### src/rtl/mdu_pkg.sv
// Shared types and op-decode helpers for the iterative RV M-extension multiply/divide unit.
package mdu_pkg;

  typedef enum logic [2:0] {
    MUL    = 3'd0,
    MULH   = 3'd1,
    MULHSU = 3'd2,
    MULHU  = 3'd3,
    DIV    = 3'd4,
    DIVU   = 3'd5,
    REM    = 3'd6,
    REMU   = 3'd7
  } mdu_op_e;

  typedef enum logic [2:0] {
    ST_IDLE,
    ST_MUL,
    ST_DIV,
    ST_FIX,
    ST_DONE
  } mdu_state_e;

  // rs1 is treated as two's complement.
  function automatic logic is_signed_op(input logic [2:0] f);
    return (f == MULH) || (f == MULHSU) || (f == DIV) || (f == REM);
  endfunction

  // rs2 is treated as two's complement.
  function automatic logic rs2_signed(input logic [2:0] f);
    return (f == MULH) || (f == DIV) || (f == REM);
  endfunction

endpackage

### src/rtl/mdu_div_iter.sv
// Radix-2 non-restoring divider on unsigned magnitudes, one quotient bit per cycle.
module mdu_div_iter #(
  parameter int XLEN = 32
) (
  input  logic            clk_i,
  input  logic            rst_ni,
  input  logic            start_i,
  input  logic            abort_i,
  input  logic [XLEN-1:0] dividend_i,
  input  logic [XLEN-1:0] divisor_i,
  output logic            done_o,
  output logic [XLEN-1:0] quot_o,
  output logic [XLEN-1:0] rem_o
);

  localparam int CW = $clog2(XLEN) + 1;

  logic                   run_q, run_d;
  logic [CW-1:0]          cnt_q, cnt_d;
  logic signed [XLEN+1:0] rem_q, rem_d, rem_sh;
  logic signed [XLEN+1:0] dvs_q;
  logic [XLEN-1:0]        quo_q, quo_d;

  // Partial remainder stays within [-D, D); the shifted value needs one extra bit.
  always_comb begin
    rem_sh = {rem_q[XLEN:0], quo_q[XLEN-1]};
    rem_d  = rem_q[XLEN+1] ? rem_sh + dvs_q : rem_sh - dvs_q;
    quo_d  = {quo_q[XLEN-2:0], ~rem_d[XLEN+1]};
  end

  assign done_o = run_q && (cnt_q == CW'(XLEN - 1));
  assign quot_o = quo_q;
  assign rem_o  = rem_q[XLEN+1] ? rem_q[XLEN-1:0] + dvs_q[XLEN-1:0] : rem_q[XLEN-1:0];

  always_comb begin
    run_d = run_q;
    cnt_d = cnt_q;
    if (abort_i) begin
      run_d = 1'b0;
      cnt_d = '0;
    end else if (start_i) begin
      run_d = 1'b1;
      cnt_d = '0;
    end else if (run_q) begin
      cnt_d = cnt_q + 1'b1;
      if (done_o) begin
        run_d = 1'b0;
        cnt_d = '0;
      end
    end
  end

  always_ff @(posedge clk_i or negedge rst_ni) begin
    if (!rst_ni) begin
      run_q <= 1'b0;
      cnt_q <= '0;
    end else begin
      run_q <= run_d;
      cnt_q <= cnt_d;
    end
  end

  always_ff @(posedge clk_i) begin
    if (start_i) begin
      rem_q <= '0;
      quo_q <= dividend_i;
      dvs_q <= {2'b00, divisor_i};
    end else if (run_q) begin
      rem_q <= rem_d;
      quo_q <= quo_d;
    end
  end

endmodule

### src/rtl/mdu_core.sv
// Iterative RV M-extension unit: radix-4 Booth multiply, non-restoring divide,
// one-cycle fast path for divide special cases, result held until the pipeline frees up.
module mdu_core
  import mdu_pkg::*;
#(
  parameter int XLEN      = 32,
  parameter bit EARLY_OUT = 1'b1
) (
  input  logic            clk,
  input  logic            rst,
  input  logic            mdu_in_valid,
  input  logic [2:0]      funct3,
  input  logic [XLEN-1:0] mdu_in_1,
  input  logic [XLEN-1:0] mdu_in_2,
  input  logic            cpu_busy,
  input  logic            mdu_flush,
  output logic [XLEN-1:0] mdu_out,
  output logic            mdu_out_valid,
  output logic            mdu_busy
);

  localparam int CW = $clog2(XLEN);
  localparam int AW = 2 * XLEN + 2;
  localparam logic [XLEN-1:0] MIN_VAL = {1'b1, {(XLEN-1){1'b0}}};

  mdu_state_e state_q, state_d;
  logic [CW-1:0]   cnt_q, cnt_d;
  logic [XLEN-1:0] out_q, out_d;
  logic            vld_q, vld_d;
  logic            busy_q;

  logic [1:0]             op_q;
  logic [XLEN-1:0]        rs1_q;
  logic signed [XLEN:0]   mcand_q;
  logic [AW-1:0]          acc_q, acc_n;
  logic                   corr_q, neg_q_q, neg_r_q, dbz_q, ovf_q;

  logic                   accept, sgn_in, dbz_in, ovf_in, div_start, div_done;
  logic [XLEN-1:0]        dvd_abs, dvs_abs, div_quo, div_rem;
  logic signed [XLEN:0]   mcand_in;
  logic [2*XLEN-1:0]      prod;
  logic [XLEN-1:0]        prod_hi, mul_res, quo_s, rem_s, div_res;

  // One radix-4 Booth digit: add d*mcand to the high part, then shift the whole accumulator by 2.
  function automatic logic [AW-1:0] booth_step(input logic [AW-1:0] acc,
                                               input logic signed [XLEN:0] mc);
    logic signed [XLEN+2:0] p, m1, sum;
    p  = {{2{acc[AW-1]}}, acc[AW-1:XLEN+1]};
    m1 = {{2{mc[XLEN]}}, mc};
    case (acc[2:0])
      3'b001, 3'b010: sum = p + m1;
      3'b011:         sum = p + (m1 <<< 1);
      3'b100:         sum = p - (m1 <<< 1);
      3'b101, 3'b110: sum = p - m1;
      default:        sum = p;
    endcase
    return {sum, acc[XLEN:2]};
  endfunction

  function automatic logic [XLEN-1:0] special_res(input logic is_rem,
                                                  input logic [XLEN-1:0] dvd,
                                                  input logic dbz);
    if (dbz) return is_rem ? dvd : '1;
    return is_rem ? '0 : MIN_VAL;
  endfunction

  assign accept   = (state_q == ST_IDLE) && mdu_in_valid && !mdu_flush;
  assign sgn_in   = is_signed_op(funct3);
  assign dbz_in   = (mdu_in_2 == '0);
  assign ovf_in   = funct3[2] && !funct3[0] && (mdu_in_1 == MIN_VAL) && (&mdu_in_2);
  assign dvd_abs  = (sgn_in && mdu_in_1[XLEN-1]) ? -mdu_in_1 : mdu_in_1;
  assign dvs_abs  = (sgn_in && mdu_in_2[XLEN-1]) ? -mdu_in_2 : mdu_in_2;
  assign mcand_in = {sgn_in & mdu_in_1[XLEN-1], mdu_in_1};

  // Booth treats rs2 as signed; an unsigned rs2 with its MSB set owes rs1 << XLEN.
  always_comb begin
    acc_n   = booth_step(acc_q, mcand_q);
    prod    = acc_n[2*XLEN:1];
    prod_hi = prod[2*XLEN-1:XLEN] + (corr_q ? rs1_q : '0);
    mul_res = (op_q == 2'd0) ? prod[XLEN-1:0] : prod_hi;
  end

  always_comb begin
    quo_s   = neg_q_q ? -div_quo : div_quo;
    rem_s   = neg_r_q ? -div_rem : div_rem;
    div_res = op_q[1] ? rem_s : quo_s;
    if (dbz_q || ovf_q) div_res = special_res(op_q[1], rs1_q, dbz_q);
  end

  mdu_div_iter #(
    .XLEN(XLEN)
  ) u_div (
    .clk_i      (clk),
    .rst_ni     (rst),
    .start_i    (div_start),
    .abort_i    (mdu_flush),
    .dividend_i (dvd_abs),
    .divisor_i  (dvs_abs),
    .done_o     (div_done),
    .quot_o     (div_quo),
    .rem_o      (div_rem)
  );

  always_comb begin
    state_d   = state_q;
    cnt_d     = cnt_q;
    out_d     = out_q;
    vld_d     = vld_q;
    div_start = 1'b0;
    if (mdu_flush) begin
      state_d = ST_IDLE;
      cnt_d   = '0;
      vld_d   = 1'b0;
    end else begin
      case (state_q)
        ST_IDLE: begin
          if (mdu_in_valid) begin
            if (!funct3[2]) begin
              state_d = ST_MUL;
              cnt_d   = '0;
            end else if (EARLY_OUT && (dbz_in || ovf_in)) begin
              state_d = ST_DONE;
              out_d   = special_res(funct3[1], mdu_in_1, dbz_in);
              vld_d   = 1'b1;
            end else begin
              state_d   = ST_DIV;
              div_start = 1'b1;
            end
          end
        end
        ST_MUL: begin
          cnt_d = cnt_q + 1'b1;
          if (cnt_q == CW'(XLEN / 2 - 1)) begin
            state_d = ST_DONE;
            cnt_d   = '0;
            out_d   = mul_res;
            vld_d   = 1'b1;
          end
        end
        ST_DIV: if (div_done) state_d = ST_FIX;
        ST_FIX: begin
          state_d = ST_DONE;
          out_d   = div_res;
          vld_d   = 1'b1;
        end
        ST_DONE: begin
          if (!cpu_busy) begin
            state_d = ST_IDLE;
            vld_d   = 1'b0;
          end
        end
        default: state_d = ST_IDLE;
      endcase
    end
  end

  always_ff @(posedge clk or negedge rst) begin
    if (!rst) begin
      state_q <= ST_IDLE;
      cnt_q   <= '0;
      out_q   <= '0;
      vld_q   <= 1'b0;
      busy_q  <= 1'b0;
    end else begin
      state_q <= state_d;
      cnt_q   <= cnt_d;
      out_q   <= out_d;
      vld_q   <= vld_d;
      busy_q  <= (state_d != ST_IDLE);
    end
  end

  always_ff @(posedge clk) begin
    if (accept) begin
      op_q    <= funct3[1:0];
      rs1_q   <= mdu_in_1;
      mcand_q <= mcand_in;
      acc_q   <= {{(XLEN+1){1'b0}}, mdu_in_2, 1'b0};
      corr_q  <= !rs2_signed(funct3) && mdu_in_2[XLEN-1];
      neg_q_q <= sgn_in && (mdu_in_1[XLEN-1] ^ mdu_in_2[XLEN-1]);
      neg_r_q <= sgn_in && mdu_in_1[XLEN-1];
      dbz_q   <= dbz_in;
      ovf_q   <= ovf_in;
    end else if (state_q == ST_MUL) begin
      acc_q <= acc_n;
    end
  end

  assign mdu_out       = out_q;
  assign mdu_out_valid = vld_q;
  assign mdu_busy      = busy_q;

endmodule

### config.mk
export PLATFORM = sky130hd
export DESIGN_NAME = mdu_core
export DESIGN_NICKNAME = d
export VERILOG_FILES = /design/src/rtl/mdu_pkg.sv /design/src/rtl/mdu_div_iter.sv /design/src/rtl/mdu_core.sv
export SDC_FILE = /design/constraint.sdc
export NUM_CORES = 1
export LEC_CHECK = 0
export BUFFER_PORTS_ARGS = -buffer_cell sky130_fd_sc_hd__buf_4
export CAP_MARGIN = 25
export CORE_UTILIZATION = 50
export DETAILED_ROUTE_END_ITERATION = 8
export PLACE_DENSITY = 0.64
export SYNTH_ARGS = -nofsm -noshare
export SYNTH_HDL_FRONTEND = slang
export SYNTH_HIERARCHICAL = 1
export SYNTH_SLANG_ARGS = --single-unit
export TNS_END_PERCENT = 1
### constraint.sdc
create_clock -name clk -period 14 [get_ports clk]
set_input_delay 2.1 -clock clk [delete_from_list [all_inputs] [get_ports clk]]
set_output_delay 2.1 -clock clk [all_outputs]
set_load 0.05 [all_outputs]
After elaboration in Yosys (flattened, before gate mapping) --
Cells that the tools add are included. Widths: inputs -> output; s select.
Storage, ports and cells: input port bits 72, register bits after elaboration 285, word-level logic and storage cells 173
Operators by class: bitwise gates (word level) 4, reductions and logical operators 38, add/subtract/negate cells 14, multiplexer cells 69, eq/ne operators 27
Operators by type and width (count):
- $mux 32 | 23
- $pmux 35 s4 | 1
- $neg 32->32 | 4
- $pmux 32 s3 | 1
- $mux 33 | 2
- $add 32x32->32 | 2
- $add 33x34->35 | 1
- $sub 33x34->35 | 1
- $add 33x33->34 | 1
- $add 34x33->34 | 1
- $mux 34 | 1
- $sub 33x33->34 | 1
- $sub 34x33->34 | 1
- $eq 32x32->1 const B | 1
- $logic_not 32->1 | 1
- $reduce_and 32->1 | 1
- $mux 6 | 4
- $mux 1 | 23
- $mux 3 | 7
- $mux 5 | 4
- $eq 3x3->1 const B | 6
- $eq 3x2->1 const B | 5
- $ne 3x3->1 const B | 5
- $pmux 3 s5 | 1
- other kinds (26) | 54

Depth between registers and ports, before layout --
word-level depth 15, depth in mapped cells 28, mapped depth without buffers 28

Modules after synthesis --
Netlist, hierarchy kept.
Modules (own cells, without submodules):
- mdu_core | cells each 2343, instances 1, area an instance 17827.1 um^2, seq. area each 3863.7 um^2
- mdu_div_iter | cells each 909, instances 1, area an instance 8350.5 um^2, seq. area each 2777.7 um^2

Worst setup path before layout --
No wires, ideal clock.
kind reg2reg, start point register acc_q[2], end point register out_q[26] (netlist: mdu_out[26]), slack 7557 ps, arrival 6309 ps, data required time 13866 ps, clock period less this slack 6443 ps, stages on the path, launching flop included 29, cells stage by stage edfxtp_1 > clkbuf_1 > clkinv_1 > nor3_1 > clkbuf_1 > nor2_1 > xnor2_1 > ha_1 > nor2b_1 > o31a_1 > o211a_1 > or2_2 > a21o_1 > a21oi_1 > xnor2_1 > a22oi_1 > a21boi_0 > inv_1 > ha_1 > nand3_1 > nor2_1 > a221oi_1 > o31a_1 > o21ai_0 > o311ai_0 > o21ai_1 > mux2i_1 > a2111oi_0 > o21ai_0
Between the ends: word-level cells in the longest chain between the ends 7, elaborated cells between the ends (all ways) 13, classes of those cells add/sub (1); eq/ne (6); mux (4); reduce/logical (2)
RTL lines:
- start, declared | line mdu_core.sv:35 | logic [AW-1:0] acc_q, acc_n;
- start signal, assigned | line mdu_core.sv:178 | acc_q <= {{(XLEN+1){1'b0}}, mdu_in_2, 1'b0};
- start signal, assigned | line mdu_core.sv:185 | acc_q <= acc_n;
- $eq 3x3->1 (tied with other cells) | line mdu_core.sv:50 | case (acc[2:0])
- $reduce_or 2->1 | line mdu_core.sv:50
- $pmux 35 s4 (*) | line mdu_core.sv:50
- via acc_n[46] | line mdu_core.sv:35
- $add 32x32->32 (*) | line mdu_core.sv:79 | prod_hi = prod[2*XLEN-1:XLEN] + (corr_q ? rs1_q : '0);
- $mux 32 (*) | line mdu_core.sv:80 | mul_res = (op_q == 2'd0) ? prod[XLEN-1:0] : prod_hi;
- $mux 32 (*) | line mdu_core.sv:133 | if (cnt_q == CW'(XLEN / 2 - 1)) begin
- $pmux 32 s3 (*) | line mdu_core.sv:115 | case (state_q)
- end signal, assigned | line mdu_core.sv:167 | out_q <= out_d;
- end, declared | line mdu_core.sv:28 | logic [XLEN-1:0] out_q, out_d;
Mark *: on every way through the listed nets, which the timed path passes. The rest lies on a longest branch. The select of a mux whose other input is x is not followed. A chain may end at the register's enable or synchronous reset.

Worst setup path in the final report --
start point register acc_q[1], end point register out_q[26] (netlist: mdu_out[26])
The elaborated chain is that of the path after synthesis.

==> flow_summary.toml <==
[status]
status = "finished clean"

[finish]
syn_to_final_growth_pct = 9.85
final_common_cell = "a21oi_1"
layout_common_cells = "a21oi_1, nor2_1, nand2_1"
finalNetCount = 3562
antenna_cells = 0
final_cells = 3987
drive_gt1_share_pct = 9.25

[drt]
drt_wl_total_um = 99800
via_count = 26214
postRouteAntennaNets = 0
wl_per_cell_um = 25.0
drc = 0
drt-pass1-iter-count = 6
vias_per_cell = 6.57
drt-initial-drc-count = 2849

[sta]
worst_pin_slew_ns = 1.10
rsz0062_at_grt = "no"
drv_slew = 0
setup_viol = 0
finalSetupTns_ns = 0
finalCriticalPeriod_ns = 7.16
fin_hold_ws_ns = 0.475
finalHoldViolations = 0
relSlewSlack_pct = 26.0
fin_crit_sh_pct = 51.2
timing.fmax_ghz = 0.140
fin_worst_skew_ns = 0.0290

[critical_path]
reg2reg_slack_ns = 6.84
required_ns = 14.43
worst-path-max-fanout = 21
path_class = "reg -> reg"
startpoint = "acc_q[1]"
cp_data_arrival_time_ns = 7.60
start_kind = "flop"
r2r_start = "acc_q[1]"
endpoint_kind = "flop"

[grt]
grt_max_degree = 75
grt_pass1_vias = 24893
grt.total_usage_pct = 36.8
gr-total-overflow = 0
antenna_found_initial = 1
grt_first_pass_wirelength_um = 150000

[clock_network]
root_buffer = "clkbuf_16"
cts_tree = "done"
clk_latency_ns = 0.58
holdBufCountCts = 0
cts.path.max_buffers = 3
clk_pin_slew_ns = 0.06
htree_levels = 2
cts_setup_buffers = 0
cts_buffers = 34
cts-resized-gates = 0
clock_sinks = 252

[synthesis]
ys_ff_latch = 252
syn-num-nets = 3533
yosys_most_used_dff = "edfxtp_1"
synth_seq_area_share_pct = 25.4
synth_cell_types = 91
async_flop_share_pct = 19.4
ys_warn_count = 6
syn_inst = 3252
synth_enable_flop_cells = 135
syn_area_per_cell_sq_um = 8.05
netlist_area_sq_um = 26200

[placed_design]
io_buffers = 105
numPlacedInstances = 3922
routabilityCongestion = 0.973
place_hpwl_um = 78300

[floorplan]
num_io_pins = 106
rows = 83
die_y_um = 231
die-area_sq_um = 53300
start_util_pct = 50.8
die_x_um = 231
core_region_area_sq_um = 51500

[run]
drv_cap = 0

[min_path]
hold_path_startpoint = "mdu_out[19]"
min_path_type = "reg -> reg"

[power]
peakVddDrop_mv = 0.115
p_per_area_nw_per_um2 = 208
p_leak_nw = 11.7
## metal layers
metal	global-route usage (%)	share of wire, %
met1	45.5	40
met2	62.2	47
met3	5.84	7.4
met4	17.7	5.3
met5	0	0
## report_power, final
part           internal (W)  switching (W)  leakage [nW]
Clock              0.000548       0.000381         0.563
Sequential         0.000938       0.000234          2.47
Combinational       0.00145        0.00244          8.69
## worst max-delay path, cell delays in order, from the launching register on
cell	delay, ns
edfxtp_1	0.64
nor2_1	0.26
nand2_1	0.44
nor2_1	0.22
a21o_1	0.16
inv_1	0.06
ha_1	0.25
nor2b_1	0.14
o31a_1	0.30
o211ai_1	0.45
nand2b_1	0.10
a21o_1	0.22
a21o_1	0.18
a21oi_1	0.16
xnor2_1	0.14
o221ai_1	0.18
ha_1	0.27
a21o_1	0.19
a21o_1	0.17
a221oi_1	0.31
o31a_1	0.27
o21ai_0	0.18
o311ai_0	0.68
o21ai_1	0.35
mux2i_1	0.19
a2111oi_0	0.39
o21ai_0	0.12
## through the flow
stage                     utilization (%)  area (sq um)  setup slack (ns)  power, W
after floorplan                         -         26200              7.56   0.00384
after global placement               53.5         27500              6.75   0.00492
after detailed placement             53.5         27500              6.58   0.00496
after CTS                            55.7         28700              6.54   0.00591
after global routing                 55.8         28800              6.39   0.00636
final                                55.8         28800              6.84   0.00599
## cell families after synthesis
group	Yosys count	share of synthesized area, %
buffers and inverters	297	4.28
multiplexers	85	3.50
AND/OR/NAND/NOR	1009	19.1
AO/OA/AOI/OAI	1095	27.3
XOR/XNOR	302	10.1
adder cells (fa/ha/maj)	212	10.3
flip-flops	252	25.4
## cell type report
type                    count  area [sq um]
clock buffers              42           921
clock inverters            20           245
fillers                  4948         22800
inverters                 148           556
multi-input cells        2703         18500
flip-flops and latches    252          6640
well taps                 680           851
repair buffers            142          1090
## synth_stat cells (10+ instances only)
cell,count,area (sq um)
a22oi_1,20,150
inv_1,139,522
ha_1,203,2540
dfrtp_1,49,1230
a311oi_1,10,87.6
a221oi_1,27,236
a21o_1,72,541
nand4_1,44,275
nor2b_1,33,206
mux2i_1,32,320
o311ai_0,10,87.6
o21bai_1,38,285
o221ai_1,13,114
o22ai_1,11,68.8
and3_1,34,213
or2_2,18,113
edfxtp_1,135,4050
mux2_2,53,597
xnor2_1,174,1520
nor2_1,263,987
and2_1,42,263
or3_1,29,181
buf_1,13,48.8
dfxtp_1,68,1360
xor2_1,128,1120
o21a_1,29,218
nand2b_1,50,313
a211oi_1,39,293
nand2_1,250,938
a22o_1,39,342
a31oi_1,46,288
o21ai_1,24,120
nor3_1,82,410
o31ai_1,51,383
nor4_1,36,225
o21ai_0,210,1050
o41ai_1,26,228
a21oi_1,308,1540
or4_1,28,210
o211ai_1,24,180
clkbuf_1,132,495
nand3_1,58,290
## registers in the layout, summed over array words and instances (netlist names), 2 cells and up
signal        count
mdu_out          32
u_div/rem_q      34
u_div/dvs_q      32
u_div/cnt_q       6
mcand_q           2
op_q              2
acc_q            66
u_div/quot_o     32
cnt_q             5
state_q           3
rs1_q            31
## final timing paths
kind,to,depth (start not counted)
worst min register to register,mdu_out[19],1
max in group asynchronous,mdu_out[31],1
worst max register to register,mdu_out[26],26
min in group asynchronous,mdu_out[0],1
worst max-delay path,mdu_out[26],26
worst min-delay path,mdu_out[19],1
Power figures use the tool's default switching activity.
